--- src/rtl/dec_scan_sequencer_if.sv ---
// Control/status bundle between a scan controller and dec_scan_sequencer.
// Optional hold input is present only when DEC_SCAN_HOLD_EN is defined.
interface dec_scan_sequencer_if #(
  parameter int DWELL_W = 8
);
  logic               start;
  logic               stop;
  logic               cont;
  logic [DWELL_W-1:0] dwell;
  logic [15:0]        mask;
`ifdef DEC_SCAN_HOLD_EN
  logic               hold;
`endif
  logic               a;
  logic               b;
  logic               c;
  logic               d;
  logic               en;
  logic               busy;
  logic               done;
  logic               wrap;

`ifdef DEC_SCAN_HOLD_EN
  modport master (output start, stop, cont, dwell, mask, hold,
                  input  a, b, c, d, en, busy, done, wrap);
  modport slave  (input  start, stop, cont, dwell, mask, hold,
                  output a, b, c, d, en, busy, done, wrap);
`else
  modport master (output start, stop, cont, dwell, mask,
                  input  a, b, c, d, en, busy, done, wrap);
  modport slave  (input  start, stop, cont, dwell, mask,
                  output a, b, c, d, en, busy, done, wrap);
`endif
endinterface

--- src/rtl/dec_scan_sequencer.sv ---
// Drives a 4-to-16 decoder select code through the enabled lines, dwell cycles each.
// Optional feature macro: DEC_SCAN_HOLD_EN (adds a hold input that freezes the scan).
module dec_scan_sequencer #(
  parameter int DWELL_W = 8
) (
  input  logic                clk,
  input  logic                rst,
  dec_scan_sequencer_if.slave bus
);

  typedef enum logic {IDLE, SCAN} state_t;

  state_t             state, state_nxt;
  logic [3:0]         idx, idx_nxt;
  logic [DWELL_W-1:0] cnt, cnt_nxt;
  logic [DWELL_W-1:0] lat_dwell, lat_dwell_nxt;
  logic [15:0]        lat_mask, lat_mask_nxt;
  logic               lat_cont, lat_cont_nxt;
  logic               en_q, en_nxt;
  logic               done_q, done_nxt;
  logic               wrap_q, wrap_nxt;

  logic               hold_act;
  logic [DWELL_W-1:0] dwell_eff;
  logic [15:0]        above;
  logic               next_found;
  logic [3:0]         next_idx;
  logic [3:0]         first_in;
  logic [3:0]         first_lat;

  // Lowest set bit; callers guarantee a nonzero operand where the result matters.
  function automatic logic [3:0] find_first(input logic [15:0] m);
    logic [3:0] r;
    r = 4'd0;
    for (int i = 15; i >= 0; i--) begin
      if (m[i]) r = 4'(i);
    end
    return r;
  endfunction

`ifdef DEC_SCAN_HOLD_EN
  assign hold_act = bus.hold;
`else
  assign hold_act = 1'b0;
`endif

  assign dwell_eff  = (bus.dwell == '0) ? DWELL_W'(1) : bus.dwell;
  // Bits strictly above idx; shifting past bit 15 yields all-zero for idx = 15.
  assign above      = ~((16'd2 << idx) - 16'd1);
  assign next_found = |(lat_mask & above);
  assign next_idx   = find_first(lat_mask & above);
  assign first_in   = find_first(bus.mask);
  assign first_lat  = find_first(lat_mask);

  always_ff @(posedge clk) begin
    if (rst) begin
      state     <= IDLE;
      idx       <= 4'd0;
      cnt       <= '0;
      lat_dwell <= '0;
      lat_mask  <= 16'd0;
      lat_cont  <= 1'b0;
      en_q      <= 1'b0;
      done_q    <= 1'b0;
      wrap_q    <= 1'b0;
    end else begin
      state     <= state_nxt;
      idx       <= idx_nxt;
      cnt       <= cnt_nxt;
      lat_dwell <= lat_dwell_nxt;
      lat_mask  <= lat_mask_nxt;
      lat_cont  <= lat_cont_nxt;
      en_q      <= en_nxt;
      done_q    <= done_nxt;
      wrap_q    <= wrap_nxt;
    end
  end

  always_comb begin
    state_nxt = state;
    case (state)
      IDLE: if (!bus.stop && bus.start && (bus.mask != 16'd0)) state_nxt = SCAN;
      SCAN: begin
        if (bus.stop) state_nxt = IDLE;
        else if (!hold_act && (cnt == '0) && !next_found && !lat_cont) state_nxt = IDLE;
      end
      default: state_nxt = IDLE;
    endcase
  end

  always_comb begin
    idx_nxt       = idx;
    cnt_nxt       = cnt;
    lat_dwell_nxt = lat_dwell;
    lat_mask_nxt  = lat_mask;
    lat_cont_nxt  = lat_cont;
    done_nxt      = 1'b0;
    wrap_nxt      = 1'b0;
    en_nxt        = (state_nxt == SCAN);
    case (state)
      IDLE: begin
        if (state_nxt == SCAN) begin
          lat_mask_nxt  = bus.mask;
          lat_cont_nxt  = bus.cont;
          lat_dwell_nxt = dwell_eff;
          idx_nxt       = first_in;
          cnt_nxt       = dwell_eff - 1'b1;
        end
      end
      SCAN: begin
        if (!bus.stop && !hold_act) begin
          if (cnt != '0) begin
            cnt_nxt = cnt - 1'b1;
          end else if (next_found) begin
            idx_nxt = next_idx;
            cnt_nxt = lat_dwell - 1'b1;
          end else if (lat_cont) begin
            idx_nxt  = first_lat;
            cnt_nxt  = lat_dwell - 1'b1;
            wrap_nxt = 1'b1;
          end else begin
            done_nxt = 1'b1;
          end
        end
      end
      default: ;
    endcase
  end

  assign bus.a    = idx[3];
  assign bus.b    = idx[2];
  assign bus.c    = idx[1];
  assign bus.d    = idx[0];
  assign bus.en   = en_q;
  assign bus.busy = (state == SCAN);
  assign bus.done = done_q;
  assign bus.wrap = wrap_q;

endmodule

--- src/flat_wrapper.sv ---
// flat-port wrapper written by rule: the top's interface ports become plain ports
module dec_scan_sequencer_flat 
#(
  parameter int DWELL_W = 8
)
  (clk, rst, bus_start, bus_stop, bus_cont, bus_dwell, bus_mask, bus_a, bus_b, bus_c, bus_d, bus_en, bus_busy, bus_done, bus_wrap);
  dec_scan_sequencer_if #(.DWELL_W(DWELL_W)) bus_i ();
  input  logic clk;
  input  logic rst;
  input wire logic [$bits(bus_i.start)-1:0] bus_start;
  input wire logic [$bits(bus_i.stop)-1:0] bus_stop;
  input wire logic [$bits(bus_i.cont)-1:0] bus_cont;
  input wire logic [$bits(bus_i.dwell)-1:0] bus_dwell;
  input wire logic [$bits(bus_i.mask)-1:0] bus_mask;
  output wire logic [$bits(bus_i.a)-1:0] bus_a;
  output wire logic [$bits(bus_i.b)-1:0] bus_b;
  output wire logic [$bits(bus_i.c)-1:0] bus_c;
  output wire logic [$bits(bus_i.d)-1:0] bus_d;
  output wire logic [$bits(bus_i.en)-1:0] bus_en;
  output wire logic [$bits(bus_i.busy)-1:0] bus_busy;
  output wire logic [$bits(bus_i.done)-1:0] bus_done;
  output wire logic [$bits(bus_i.wrap)-1:0] bus_wrap;
  assign bus_i.start = bus_start;
  assign bus_i.stop = bus_stop;
  assign bus_i.cont = bus_cont;
  assign bus_i.dwell = bus_dwell;
  assign bus_i.mask = bus_mask;
  assign bus_a = bus_i.a;
  assign bus_b = bus_i.b;
  assign bus_c = bus_i.c;
  assign bus_d = bus_i.d;
  assign bus_en = bus_i.en;
  assign bus_busy = bus_i.busy;
  assign bus_done = bus_i.done;
  assign bus_wrap = bus_i.wrap;
  dec_scan_sequencer #(.DWELL_W(DWELL_W)) u_core (.clk(clk), .rst(rst), .bus(bus_i));
endmodule
--- config.mk ---
export PLATFORM = sky130hd
export DESIGN_NAME = dec_scan_sequencer_flat
export DESIGN_NICKNAME = d
export VERILOG_FILES = /design/src/rtl/dec_scan_sequencer_if.sv /design/src/rtl/dec_scan_sequencer.sv /design/src/flat_wrapper.sv
export SDC_FILE = /design/constraint.sdc
export NUM_CORES = 1
export LEC_CHECK = 0
export BUFFER_PORTS_ARGS = -buffer_cell sky130_fd_sc_hd__clkbuf_2
export CORE_ASPECT_RATIO = 1.5
export CORE_MARGIN = 1.5
export CORE_UTILIZATION = 50
export CTS_CLUSTER_SIZE = 14
export DETAILED_ROUTE_END_ITERATION = 12
export GPL_TIMING_DRIVEN = 0
export PLACE_DENSITY = 0.75
export SYNTH_ARGS = -nofsm -noshare
export SYNTH_HDL_FRONTEND = slang
export SYNTH_SLANG_ARGS = --single-unit
--- constraint.sdc ---
create_clock -name clk -period 5.1 [get_ports clk]
set_input_delay 0.255 -clock clk [delete_from_list [all_inputs] [get_ports clk]]
set_output_delay 0.255 -clock clk [all_outputs]
set_load 0.01 [all_outputs]
Word level (Yosys, flattened, before mapping)
Cells that the tools add are included.

storage, ports and cells
  bits in registers = 40
  input port bits = 29
  output and inout bits = 8
  word-level logic and storage cells = 104

cells by class
  add/sub/neg operators = 4
  equality and inequality tests = 5
  shift operators = 1
  mux-type cells = 67
  bitwise operators = 3
  reductions and logical operators = 16

operator list
  operator                 count
  $mux W4                  53
  $mux W8                  6
  $sub A8 B1 Y8 const B    3
  $reduce_or A20 Y1        1
  $and A16 B16 Y16         1
  $logic_not A8 Y1         2
  $not A16 Y16             1
  $pmux W8 S2              1
  $reduce_bool A16 Y1      1
  $reduce_or A16 Y1        1
  $shl A2 B4 Y16 const A   1
  $sub A16 B1 Y16 const B  1
  $pmux W4 S2              1
  $reduce_bool A8 Y1       1
  $mux W1                  5
  $logic_and A1 B1 Y1      4
  $ne A2 B2 Y1 const B     2
  $ne A4 B3 Y1 const B     1
  $reduce_and A4 Y1        1
  $logic_not A1 Y1         3
  $ne A3 B2 Y1 const B     1
  $reduce_and A3 Y1        1
  $ne A2 B1 Y1 const B     1
  $pmux W1 S2              1
  other kinds (2)          2

Logic depth before layout (Yosys ltp)
Gate-level depths: netlist of the first run.

  word-level depth = 24
  mapped depth = 16

Worst setup path after synthesis of the first run
Ideal clock, no wire load.

  path kind = flip-flop to flip-flop
  start point = register u_core.idx[1]
  end point = register u_core.idx[3]
  arrival time = 3.342 ns
  required time = 5.009 ns
  setup slack = 1.667 ns
  stages on the path, launching flop included = 14
  buffers on the path = 3
  clock period less this slack = 3.433 ns
  cells stage by stage = dfxtp_1 > buf_6 > or2_1 > buf_6 > or3_1 > ha_1 > buf_4 > or3_1 > a211oi_2 > nor2_1 > a2111o_1 > or4_4 > and2_4 > a311oi_1

between the ends
  word-level cells in the longest chain between the ends = 24
  elaborated cells on any way between the ends = 34
  classes of those cells = 1 x add/sub; 2 x eq/ne; 1 x shift; 23 x mux; 2 x bitwise; 5 x reduce/logical

RTL lines
  element                 line                                                text
  start, declared         dec_scan_sequencer.sv:14                            logic [3:0] idx, idx_nxt;
  start signal, assigned  dec_scan_sequencer.sv:68                            idx <= idx_nxt;
  $shl A2 B4 Y16 (*)      dec_scan_sequencer.sv:49                            assign above = ~((16'd2 << idx) - 16'd1);
  $sub A16 B1 Y16 (*)     dec_scan_sequencer.sv:49
  $not A16 Y16 (*)        dec_scan_sequencer.sv:49
  $and A16 B16 Y16 (*)    dec_scan_sequencer.sv:50, dec_scan_sequencer.sv:51
  $mux W4 (16 in series)  dec_scan_sequencer.sv:36                            if (m[i]) r = 4'(i);
  $mux W4                 dec_scan_sequencer.sv:114                           end else if (next_found) begin
  $mux W4                 dec_scan_sequencer.sv:112                           if (cnt != '0) begin
  $mux W4                 dec_scan_sequencer.sv:111                           if (!bus.stop && !hold_act) begin
  $pmux W4 S2             dec_scan_sequencer.sv:100                           case (state)

Mark *: on every way between the ends. The rest lies on a longest branch, timed or not. The select of a mux whose other input is x is not followed.
A chain may end at the register's enable or synchronous reset.

Worst setup path in the final report of the first run
  start point = register u_core.idx[3]
  end point = register u_core.cnt[1]

between the ends
  word-level cells in the longest chain between the ends = 13
  elaborated cells on any way between the ends = 18
  classes of those cells = 1 x add/sub; 2 x eq/ne; 1 x shift; 7 x mux; 2 x bitwise; 5 x reduce/logical

RTL lines
  element                             line                      text
  $shl A2 B4 Y16 (*)                  dec_scan_sequencer.sv:49
  $sub A16 B1 Y16 (*)                 dec_scan_sequencer.sv:49
  $not A16 Y16 (*)                    dec_scan_sequencer.sv:49
  $and A16 B16 Y16 (*)                dec_scan_sequencer.sv:50  assign next_found = |(lat_mask & above);
  $reduce_or A16 Y1 (*)               dec_scan_sequencer.sv:50
  $logic_not A1 Y1                    dec_scan_sequencer.sv:85  else if (!hold_act && (cnt == '0) && !next_found && !lat_cont) state_nxt = IDLE;
  $logic_and A1 B1 Y1 (2 in series)   dec_scan_sequencer.sv:85
  $mux W1                             dec_scan_sequencer.sv:85
  $mux W1                             dec_scan_sequencer.sv:84  if (bus.stop) state_nxt = IDLE;
  $pmux W1 S2                         dec_scan_sequencer.sv:81  case (state)
  $ne A2 B1 Y1 (no source line)       --
  $reduce_and A3 Y1 (no source line)  --
  end signal, assigned                dec_scan_sequencer.sv:69  cnt <= cnt_nxt;
  end, declared                       dec_scan_sequencer.sv:15  logic [DWELL_W-1:0] cnt, cnt_nxt;

Marks and branches as above.

==> results of run 1 <==
[area by class of cell]
cell class                      count  area, um2
Fill cell                         518       2230
Multi-Input combinational cell    281       1810
Sequential cell                    40        801
Timing Repair Buffer               36        180
Buffer                             25        134
Clock buffer                        7       96.3
Tap cell                           70       87.6
Inverter                           10       37.5
Clock inverter                      1       30.0
[flip-flops by register name, summed over array words and instances (netlist names)]
name / cells
u_core.lat_mask: 16
u_core.cnt: 8
u_core.lat_dwell: 8
u_core.idx: 4
u_core.bus.busy: 1
u_core.bus.done: 1
u_core.bus.wrap: 1
u_core.lat_cont: 1
[critical path: stages (launching register included)]
cell and delay (ns):
dfxtp_1 0.44, buf_4 0.22, clkbuf_1 0.35, or3_1 0.17, ha_1 0.14, buf_4 0.15
or3b_1 0.37, a21oi_2 0.24, o211ai_2 0.13, a2111o_1 0.51, o31a_1 0.33, buf_2 0.18
buf_2 0.21, a211oi_1 0.25
[cells by family after synthesis]
kind of cell / after synthesis
compound gates: 104
simple gates: 144
buf+inv: 35
xor+xnor: 7
flops: 40
mux: 24
fa+ha+maj: 2
[per-stage QoR]
stage	cells	hold WS [ns]	worst slack [ns]	area, um2	utilization
floorplan	356	0.402	1.67	2780	-
finish	470	0.205	1.33	3180	0.587
global placement	462	0.458	1.39	3050	0.564
global route	470	0.227	1.09	3180	0.587
CTS	470	0.203	1.35	3180	0.587
detailed placement	462	0.464	1.37	3050	0.564
[per-layer routing]
metal	GRT usage	up-vias	share of wire
li1	-	1418	-
met1	0.292	1379	0.40
met2	0.469	85	0.51
met3	0.0393	31	0.045
met4	0.156	0	0.045
met5	0	-	0
[path summary, 6_finish.rpt]
kind                   start         endpoint  slack, ns  cells past startpoint
max            u_core.idx[3]    u_core.cnt[1]       1.33                     13
min                 bus_cont  u_core.lat_cont       0.21                      3
max reg2reg    u_core.idx[3]    u_core.cnt[1]       1.33                     13
min reg2reg  u_core.lat_cont  u_core.bus.done       0.48                      1
[power groups by stage]
stage / clock (mW) / combinational (mW) / sequential (mW)
6_report: 0.286 / 0.339 / 0.357
5_1_grt: 0.302 / 0.373 / 0.360
4_1_cts: 0.289 / 0.334 / 0.356
3_5_place_dp: 0 / 0.333 / 0.364
3_3_place_gp: 0 / 0.327 / 0.363
2_1_floorplan: 0 / 0.250 / 0.359
[cell usage in the layout, fill, tap and decap left out, drive strengths merged, types with 4 or more instances in the layout]
cell type and n:
inv 10, a211oi 13, nor3 10, buf 13, nor4 12, o31ai 4
a21oi 29, nor2b 7, or2 5, dfxtp 40, xnor2 6, clkbuf 55
o21ai 10, o41ai 4, or3 7, o21bai 6, mux2i 24, nor2 61
nand2 17, a311oi 10, nand2b 4
==> impl_metrics.csv, run 1 <==
group,metric,value,unit
routing,drc,0,
routing,vias_per_cell,6.20,
finish,area_growth,14.2,%
power_and_ir_drop,ir_drop,0.278,mV
synthesis,yosysTopAreaCellShare,0.288,
synthesis,yosysMostFrequentCell,"nor2_1",
synthesis,synth_top_family_by_area,"compound AO/OA/AOI/OAI gates",
clock_tree,numCtsBuffers,5,
synthesis,synth-async-reset-ratio,0,
clock_tree,clk_path_buf_depth,2,
floorplanning,die_area,0.00603,mm2
floorplanning,core-area,0.00541,mm2
timing,min_period_over_period,0.739,
synthesis,synth_xor_area_frac,0.0220,
place,io_buffer_count,36,
global_route,grt_pass1_wl,12.6,mm
floorplanning,start_util,0.514,
finish,diodes,0,
timing,relSlewSlack,0.235,
critical_path,cp-end-kind,"flip-flop",
synthesis,synth.avg_cell_area,7.81,um2
place,dp_hpwl,5.86,mm
synthesis,ys.flop_type,"dfxtp_1",
critical_path,worstPathRequired,5.31,ns
timing,fin_setup_tns,0,ns
global_route,grt_pass1_vias,2728,
timing,fmax,265,MHz
timing,slew_viol_final,0,
clock_tree,ctsResizeCount,0,
routing,avgRoutedWirePerCell,16.3,um
floorplanning,ioPinCount,37,
critical_path,worstPathArrival,3.98,ns
floorplanning,die_w,63.9,um
synthesis,synth_top_cell_by_area,"dfxtp_1",
critical_path,cp-start-kind,"flip-flop",
clock_tree,cts_hold_buf,0,
routing,ant_nets,0,
clock_tree,h-tree-depth,2,
synthesis,syn_area,0.00278,mm2
run_status,status,"finished clean",
synthesis,ys_top_cells_by_count,"nor2_1, dfxtp_1, a21oi_1",
synthesis,synth.distinct_cells,61,
clock_tree,clkSinkCount,40,
routing,drtIter0Drc,223,
synthesis,synth_compound_area_frac,0.272,
timing,skew,0.00702,ns
power_and_ir_drop,power.share.sequential,0.364,
power_and_ir_drop,clockPowerShare,0.291,
global_route,grt_usage,0.263,
critical_path,crit_type,"flip-flop to flip-flop",
power_and_ir_drop,cellPowerDensity,309,mW/mm2
global_route,overflow,0,
global_route,grt_max_degree,13,
critical_path,critPathMaxFanout,10,
power_and_ir_drop,p_leak,1.21,nW
synthesis,yosys_warnings,0,
timing,finalCriticalPeriod,3.77,ns
timing,hold_viol_final,0,
routing,drt_first_pass_iters,4,
synthesis,ys_ff_latch,40,
power_and_ir_drop,comb_power_share,0.345,
floorplanning,placementRows,33,
synthesis,yosys.area_share.simple,0.261,
synthesis,synth.area.mux_share,0.0864,
synthesis,seq_area_frac_synth,0.288,
global_route,grt_antenna_before_repair,0,
synthesis,syn-num-nets,387,
timing,finalSetupViolCount,0,
synthesis,synth_fa_ha_area_frac,0.00900,
routing,num_vias,2913,
clock_tree,cts_tree,"yes",
clock_tree,root_buffer,"clkbuf_8",
power_and_ir_drop,swShare,0.344,
clock_tree,cts_setup_buffers,0,
finish,nNetsFinal,430,
clock_tree,clk_pin_slew_worst_paths,0.08,ns
clock_tree,worstSkewPairLatency,0.30,ns
synthesis,synth_cells,356,
finish,drive_gt1_frac,0.170,
synthesis,synth-edff-count,0,
synthesis,ys_top_cells_by_area,"dfxtp_1, mux2i_1, nor2_1",
timing,rsz0062_at_grt,"false",
job,maxCapViolations,0,
routing,routed_wl,7.67,mm
power_and_ir_drop,power,0.982,mW
power_and_ir_drop,p_switching,0.338,mW
place,gp_congestion,0.916,
power_and_ir_drop,p_int,0.644,mW
timing,worst_pin_slew,1.14,ns
min_path,worstHoldPathType,"primary input to flip-flop",
floorplanning,die_h,94.3,um
(Power assumes the default switching activity.)
==> run 2, diff against run 1 <==
ABC_AREA = 1   (was not set)
clock period = 3.79 ns   (was 5.1 ns; I/O delays follow)
==> impl_metrics.csv, run 2 <==
group,metric,value,unit
run_status,status,"finished clean",
finish,layout_common_cells,"nand2_1, inv_1, a21oi_1",
routing,highest_layer,"met4",
timing,slew_viol_final,0,
global_route,grt_max_degree,12,
synthesis,syn-num-nets,441,
synthesis,synth_fa_ha_area_frac,0.00968,
synthesis,syn_area,0.00258,mm2
synthesis,synth_cells,410,
timing,finalSetupViolCount,0,
critical_path,cp_top_family,"simple AND/OR/NAND/NOR gates",
critical_path,r2r_cells,19,
routing,drt_first_pass_iters,5,
timing,skew,0.00492,ns
finish,final_cells,519,
synthesis,ys_top_cells_by_count,"nand2_1, inv_1, a21oi_1",
routing,ant_nets,0,
power_and_ir_drop,p_leak,1.34,nW
finish,multi_input_area,0.00148,mm2
clock_tree,worstSkewPairLatency,0.29,ns
floorplanning,die_area,0.00562,mm2
synthesis,synth.area.mux_share,0,
timing,rsz0062_at_grt,"false",
finish,nNetsFinal,483,
floorplanning,die_w,61.7,um
finish,area_growth,13.5,%
critical_path,r2r_start,"u_core.idx[1]",
place,place_ws,0.929,ns
clock_tree,cts_setup_buffers,0,
synthesis,synth.avg_cell_area,6.30,um2
timing,finalCriticalPeriod,2.89,ns
critical_path,cp_slowest_stage_delay,0.39,ns
power_and_ir_drop,p_int,0.720,mW
critical_path,cp-start-kind,"flip-flop",
critical_path,rrSetupSlack,0.90,ns
finish,fin_util,0.600,
timing,worst_pin_slew,0.549,ns
synthesis,seq_area_frac_synth,0.310,
global_route,grt_pass1_vias,2718,
routing,met3RoutedLength,227,um
finish,largest_register,"u_core.lat_mask",
routing,vias_per_cell,5.44,
critical_path,cp-end-kind,"flip-flop",
finish,top_regs,"u_core.lat_mask (16), u_core.cnt (8), u_core.lat_dwell (8)",
critical_path,crit_type,"flip-flop to flip-flop",
finish,diodes,0,
clock_tree,root_buffer,"clkbuf_8",
synthesis,synth_xor_area_frac,0.0169,
synthesis,yosysMostFrequentCell,"nand2_1",
job,maxCapViolations,0,
synthesis,synth.distinct_cells,37,
routing,drc,0,
floorplanning,placementRows,31,
finish,drive_gt1_frac,0.152,
timing,fmax,346,MHz
synthesis,ys.flop_type,"dfxtp_1",
global_route,grt_pass1_wl,11.7,mm
finish,largest_register_ffs,16,
power_and_ir_drop,cellPowerDensity,383,mW/mm2
clock_tree,cts_hold_buf,0,
timing,hold_viol_final,0,
critical_path,cp_slowest_cell,"dfxtp_1",
synthesis,yosys_warnings,0,
min_path,worstHoldPathType,"primary input to flip-flop",
critical_path,worstPathArrival,3.07,ns
power_and_ir_drop,power.share.sequential,0.425,
synthesis,synth_top_family_by_area,"simple AND/OR/NAND/NOR gates",
synthesis,yosys.area_share.simple,0.301,
critical_path,worstPathBufferInverterCount,5,
power_and_ir_drop,p_switching,0.403,mW
clock_tree,clk_path_buf_depth,2,
critical_path,crit_start,"u_core.idx[1]",
power_and_ir_drop,ir_drop,0.326,mV
synthesis,synth_top_cell_by_area,"dfxtp_1",
timing,relSlewSlack,0.633,
synthesis,ys_ff_latch,40,
floorplanning,core-area,0.00489,mm2
critical_path,crit_chain,"inv_1 > nand2_1 > nor2_1 > inv_1 > ha_1 > inv_1 > nand3_1 > nand2_1 > inv_1 > nand2_1 > nand2_1 > nor2_2 > nand2_2 > nor2_4 > nand2_2 > o211ai_4 > inv_2 > o21ai_0 > a21oi_1",
global_route,grt_usage,0.271,
power_and_ir_drop,clockPowerShare,0.259,
floorplanning,start_util,0.529,
synthesis,synth-async-reset-ratio,0,
routing,wl_met1,2.74,mm
routing,num_vias,2824,
power_and_ir_drop,swShare,0.358,
timing,fin_ws,0.896,ns
timing,fin_setup_tns,0,ns
timing,min_period_over_period,0.764,
routing,avgRoutedWirePerCell,13.6,um
finish,layout_commonest_cell,"nand2_1",
critical_path,critPathMaxFanout,7,
clock_tree,clk_pin_slew_worst_paths,0.07,ns
routing,routed_wl,7.06,mm
routing,wl_met2,3.85,mm
clock_tree,h-tree-depth,2,
critical_path,endpoint,"u_core.idx[1]",
critical_path,path_depth,19,
synthesis,synth_compound_area_frac,0.244,
place,gp_congestion,0.904,
floorplanning,ioPinCount,37,
global_route,grt_antenna_before_repair,0,
place,dp_hpwl,5.63,mm
synthesis,yosysTopAreaCellShare,0.310,
power_and_ir_drop,comb_power_share,0.315,
routing,drtIter0Drc,179,
place,dp_cells,511,
floorplanning,die_h,91.1,um
synthesis,ys_top_cells_by_area,"dfxtp_1, nand2_1, inv_1",
clock_tree,numCtsBuffers,5,
finish,n_fill_cell,519,
critical_path,timing.rr.end,"u_core.idx[1]",
global_route,overflow,0,
clock_tree,cts_tree,"yes",
finish,seqCellArea,801,um2
critical_path,worstPathRequired,3.97,ns
clock_tree,clkSinkCount,40,
synthesis,synth-edff-count,0,
place,io_buffer_count,35,
clock_tree,ctsResizeCount,0,
[run 2: cell count changes in the layout (fill, tap and decap cells not counted), sizes merged, moves of 15 or more]
cell and delta:
a21oi +15, inv +56, mux2i -24, nand2 +78, nand3 +22, nor2 -22
o21ai +37
[run 2: worst min path at each step]
stage / from / to / slack, ns / cells after the start
after global placement: bus_mask[14] / u_core.lat_mask[14] / 0.45 / 3
after floorplan: bus_mask[14] / u_core.lat_mask[14] / 0.32 / 2
after detailed placement: bus_mask[2] / u_core.lat_mask[2] / 0.45 / 3
after global routing: bus_dwell[3] / u_core.lat_dwell[3] / 0.17 / 3
final: bus_mask[14] / u_core.lat_mask[14] / 0.15 / 3
after CTS: bus_mask[15] / u_core.lat_mask[15] / 0.16 / 3
[run 2: area by class of cell]
cell class | count | area share
Buffer | 11 | 0.0171
Clock buffer | 8 | 0.0307
Inverter | 67 | 0.0875
Multi-Input combinational cell | 292 | 0.504
Sequential cell | 40 | 0.273
Tap cell | 66 | 0.0282
Timing Repair Buffer | 35 | 0.0597
[run 2: kinds of logic (layout without fill, tap and decap cells)]
| family | count (synthesis) | after routing |
|---|---|---|
| AND/OR/NAND/NOR | 174 | 174 |
| AO/OA/AOI/OAI | 111 | 111 |
| buffers and inverters | 78 | 121 |
| flip-flops | 40 | 40 |
| XOR/XNOR | 5 | 5 |
| adder cells (fa/ha/maj) | 2 | 2 |
[run 2: stage by stage]
stage	power [mW]	hold slack [ns]	instance area, um2
floorplan	0.740	0.324	2580
global placement	0.831	0.446	2840
detailed placement	0.836	0.455	2840
CTS	1.12	0.157	2930
global route	1.20	0.170	2930
finish	1.12	0.155	2930
[run 2: power groups by stage]
| stage | Sequential, mW | Clock, mW | Combinational (mW) |
|---|---|---|---|
| 6_report | 0.478 | 0.291 | 0.354 |
| 5_1_grt | 0.481 | 0.311 | 0.404 |
| 4_1_cts | 0.477 | 0.293 | 0.352 |
| 3_5_place_dp | 0.486 | 0 | 0.350 |
| 3_3_place_gp | 0.485 | 0 | 0.345 |
| 2_1_floorplan | 0.481 | 0 | 0.259 |
[run 2: worst register-to-register path, delay by kind of cell, from the launching register on]
kind	cells	cell delay [ns]
AO/OA/AOI/OAI	3	0.46
buffers and inverters	5	0.52
AND/OR/NAND/NOR	10	1.18
adder cells (fa/ha/maj)	1	0.25
flip-flops	1	0.39
[run 2: per-layer routing]
metal / up-vias / global-route usage
met5: - / 0
met3: 23 / 0.0399
li1: 1432 / -
met2: 75 / 0.493
met4: 0 / 0.113
met1: 1294 / 0.290
==> run 3, diff against run 2 <==
PLACE_DENSITY = 0.78   (was 0.75)
clock period = 2.5 ns   (was 3.79 ns; I/O delays follow)
==> impl_metrics.csv, run 3 (synthesis gave the netlist of run 2 again) <==
group,metric,value,unit
run_status,status,"finished clean",
clock_tree,h-tree-depth,2,
power_and_ir_drop,cellPowerDensity,581,mW/mm2
power_and_ir_drop,p_leak,1.44,nW
timing,skew,0.00737,ns
critical_path,crit_top_cell,"nand2_2",
critical_path,cp_slowest_cell,"dfxtp_4",
clock_tree,clkSinkCount,40,
timing,finalSetupViolCount,0,
finish,diodes,0,
floorplanning,core-area,0.00489,mm2
routing,vias_per_cell,5.52,
place,dp_hpwl,5.71,mm
routing,drc,0,
routing,avgRoutedWirePerCell,14.3,um
floorplanning,die_h,91.1,um
power_and_ir_drop,swShare,0.368,
timing,worst_pin_slew,0.564,ns
finish,fin_util,0.652,
timing,finalCriticalPeriod,2.46,ns
timing,min_period_over_period,0.984,
clock_tree,root_buffer,"clkbuf_8",
critical_path,critPathMaxFanout,6,
finish,largest_register,"u_core.lat_mask",
finish,drive_gt1_frac,0.239,
finish,top_regs,"u_core.lat_mask (16), u_core.cnt (8), u_core.lat_dwell (8)",
timing,relSlewSlack,0.620,
floorplanning,start_util,0.529,
power_and_ir_drop,clockPowerShare,0.242,
clock_tree,cts_tree,"yes",
critical_path,crit_chain,"nor2_4 > inv_2 > nor2_2 > inv_2 > ha_4 > nand2_8 > inv_6 > o211ai_4 > nand2_2 > nor2_2 > nand2_2 > nor2_4 > nand2_2 > o211ai_4 > buf_6 > buf_4 > a21oi_2",
routing,routed_wl,7.65,mm
clock_tree,clk_pin_slew_worst_paths,0.07,ns
job,maxCapViolations,0,
timing,fin_setup_tns,0,ns
place,io_buffer_count,35,
power_and_ir_drop,comb_power_share,0.368,
floorplanning,die_area,0.00562,mm2
global_route,grt_usage,0.283,
timing,rsz0062_at_grt,"true",
timing,hold_viol_final,0,
finish,layout_common_cells,"nand2_1, inv_1, a21oi_1",
finish,n_fill_cell,477,
routing,ant_nets,0,
critical_path,crit_type,"flip-flop to flip-flop",
finish,area_growth,23.2,%
routing,num_vias,2953,
finish,largest_register_ffs,16,
power_and_ir_drop,power.share.sequential,0.390,
floorplanning,placementRows,31,
global_route,grt_antenna_before_repair,0,
critical_path,cp_slowest_stage_delay,0.37,ns
place,gp_congestion,0.929,
global_route,grt_pass1_vias,2829,
critical_path,worstPathRequired,2.69,ns
global_route,overflow,0,
floorplanning,ioPinCount,37,
timing,fmax,407,MHz
critical_path,cp-end-kind,"flip-flop",
timing,slew_viol_final,0,
min_path,worstHoldPathType,"primary input to flip-flop",
critical_path,worstPathArrival,2.65,ns
power_and_ir_drop,p_int,1.17,mW
power_and_ir_drop,p_switching,0.682,mW
routing,drtIter0Drc,179,
routing,drt_first_pass_iters,5,
clock_tree,clk_path_buf_depth,2,
global_route,grt_pass1_wl,12.1,mm
power_and_ir_drop,ir_drop,0.397,mV
floorplanning,die_w,61.7,um
critical_path,cp-start-kind,"flip-flop",
clock_tree,worstSkewPairLatency,0.30,ns
finish,nNetsFinal,499,
finish,layout_commonest_cell,"nand2_1",
global_route,grt_max_degree,12,
clock_tree,numCtsBuffers,5,
[run 3: cell count changes in the layout (fill, tap and decap cells not counted), moves of 3 or more]
cell and delta:
inv_2 +3, inv_1 -6, nand2_2 +8, dfxtp_4 +4, nor2_4 +4, o21ai_0 -3, dfxtp_1 -4, nor2_1 -3
nand2_1 -9, buf_4 +15
[run 3: layout make-up]
cell class / instances / area [um2] / area share
sequential: 40 / 816 / 0.256
inverter: 67 / 267 / 0.0837
clock buffer: 8 / 90.1 / 0.0283
multi-input combinational: 292 / 1580 / 0.496
tap: 66 / 82.6 / 0.0259
buffer: 11 / 50.0 / 0.0157
timing repair buffer: 51 / 299 / 0.0939
[run 3: power by group through the flow]
stage,clock (mW),combinational (mW),sequential [mW]
global placement,0,0.525,0.736
floorplan,0,0.393,0.729
detailed placement,0,0.535,0.737
CTS,0.449,0.570,0.723
finish,0.447,0.681,0.722
global route,0.474,0.760,0.727
[run 3: through the flow]
step	setup slack [ns]	hold slack (ns)	instance area [um2]	cells	total power, mW
floorplan	0.0654	0.260	2580	410	1.12
global placement	-0.402	0.383	2840	511	1.26
detailed placement	-0.505	0.389	2840	511	1.27
CTS	0.0164	0.0767	3000	523	1.74
global route	-0.115	0.0862	3180	535	1.96
finish	0.0402	0.0783	3180	535	1.85
[run 3: critical path: cells and delay by family, from the launching register on]
kind / cells / cell delay, ns
AOI/OAI and AO/OA: 3 / 0.41
DFF: 1 / 0.37
and+or+nand+nor: 8 / 0.99
adders and majority gates: 1 / 0.19
buffers and inverters: 5 / 0.41
[run 3: repair_timing]
action,4_1_cts,5_1_grt
buffers inserted,4,12
hold buffers,0,0
pin swaps,2,14
endpoints found under the hold margin,0,0
gates resized for setup,15,32
setup endpoints to repair,15,14
[run 3: metal layers]
metal  vias to the layer above  GRT usage  part of all wire
met5                         -          0                 0
met4                         0      0.158             0.045
met3                        32     0.0413             0.044
met2                        97      0.507              0.55
met1                      1361      0.292              0.36
li1                       1463          -                 -
[run 3: final timing paths]
| check | start | to | slack [ns] | depth (start not counted) |
|---|---|---|---|---|
| min | bus_dwell[4] | u_core.lat_dwell[4] | 0.08 | 3 |
| max reg2reg | u_core.idx[3] | u_core.idx[3] | 0.04 | 17 |
| min reg2reg | u_core.lat_dwell[0] | u_core.lat_dwell[0] | 0.46 | 2 |
| max | u_core.idx[3] | u_core.idx[3] | 0.04 | 17 |
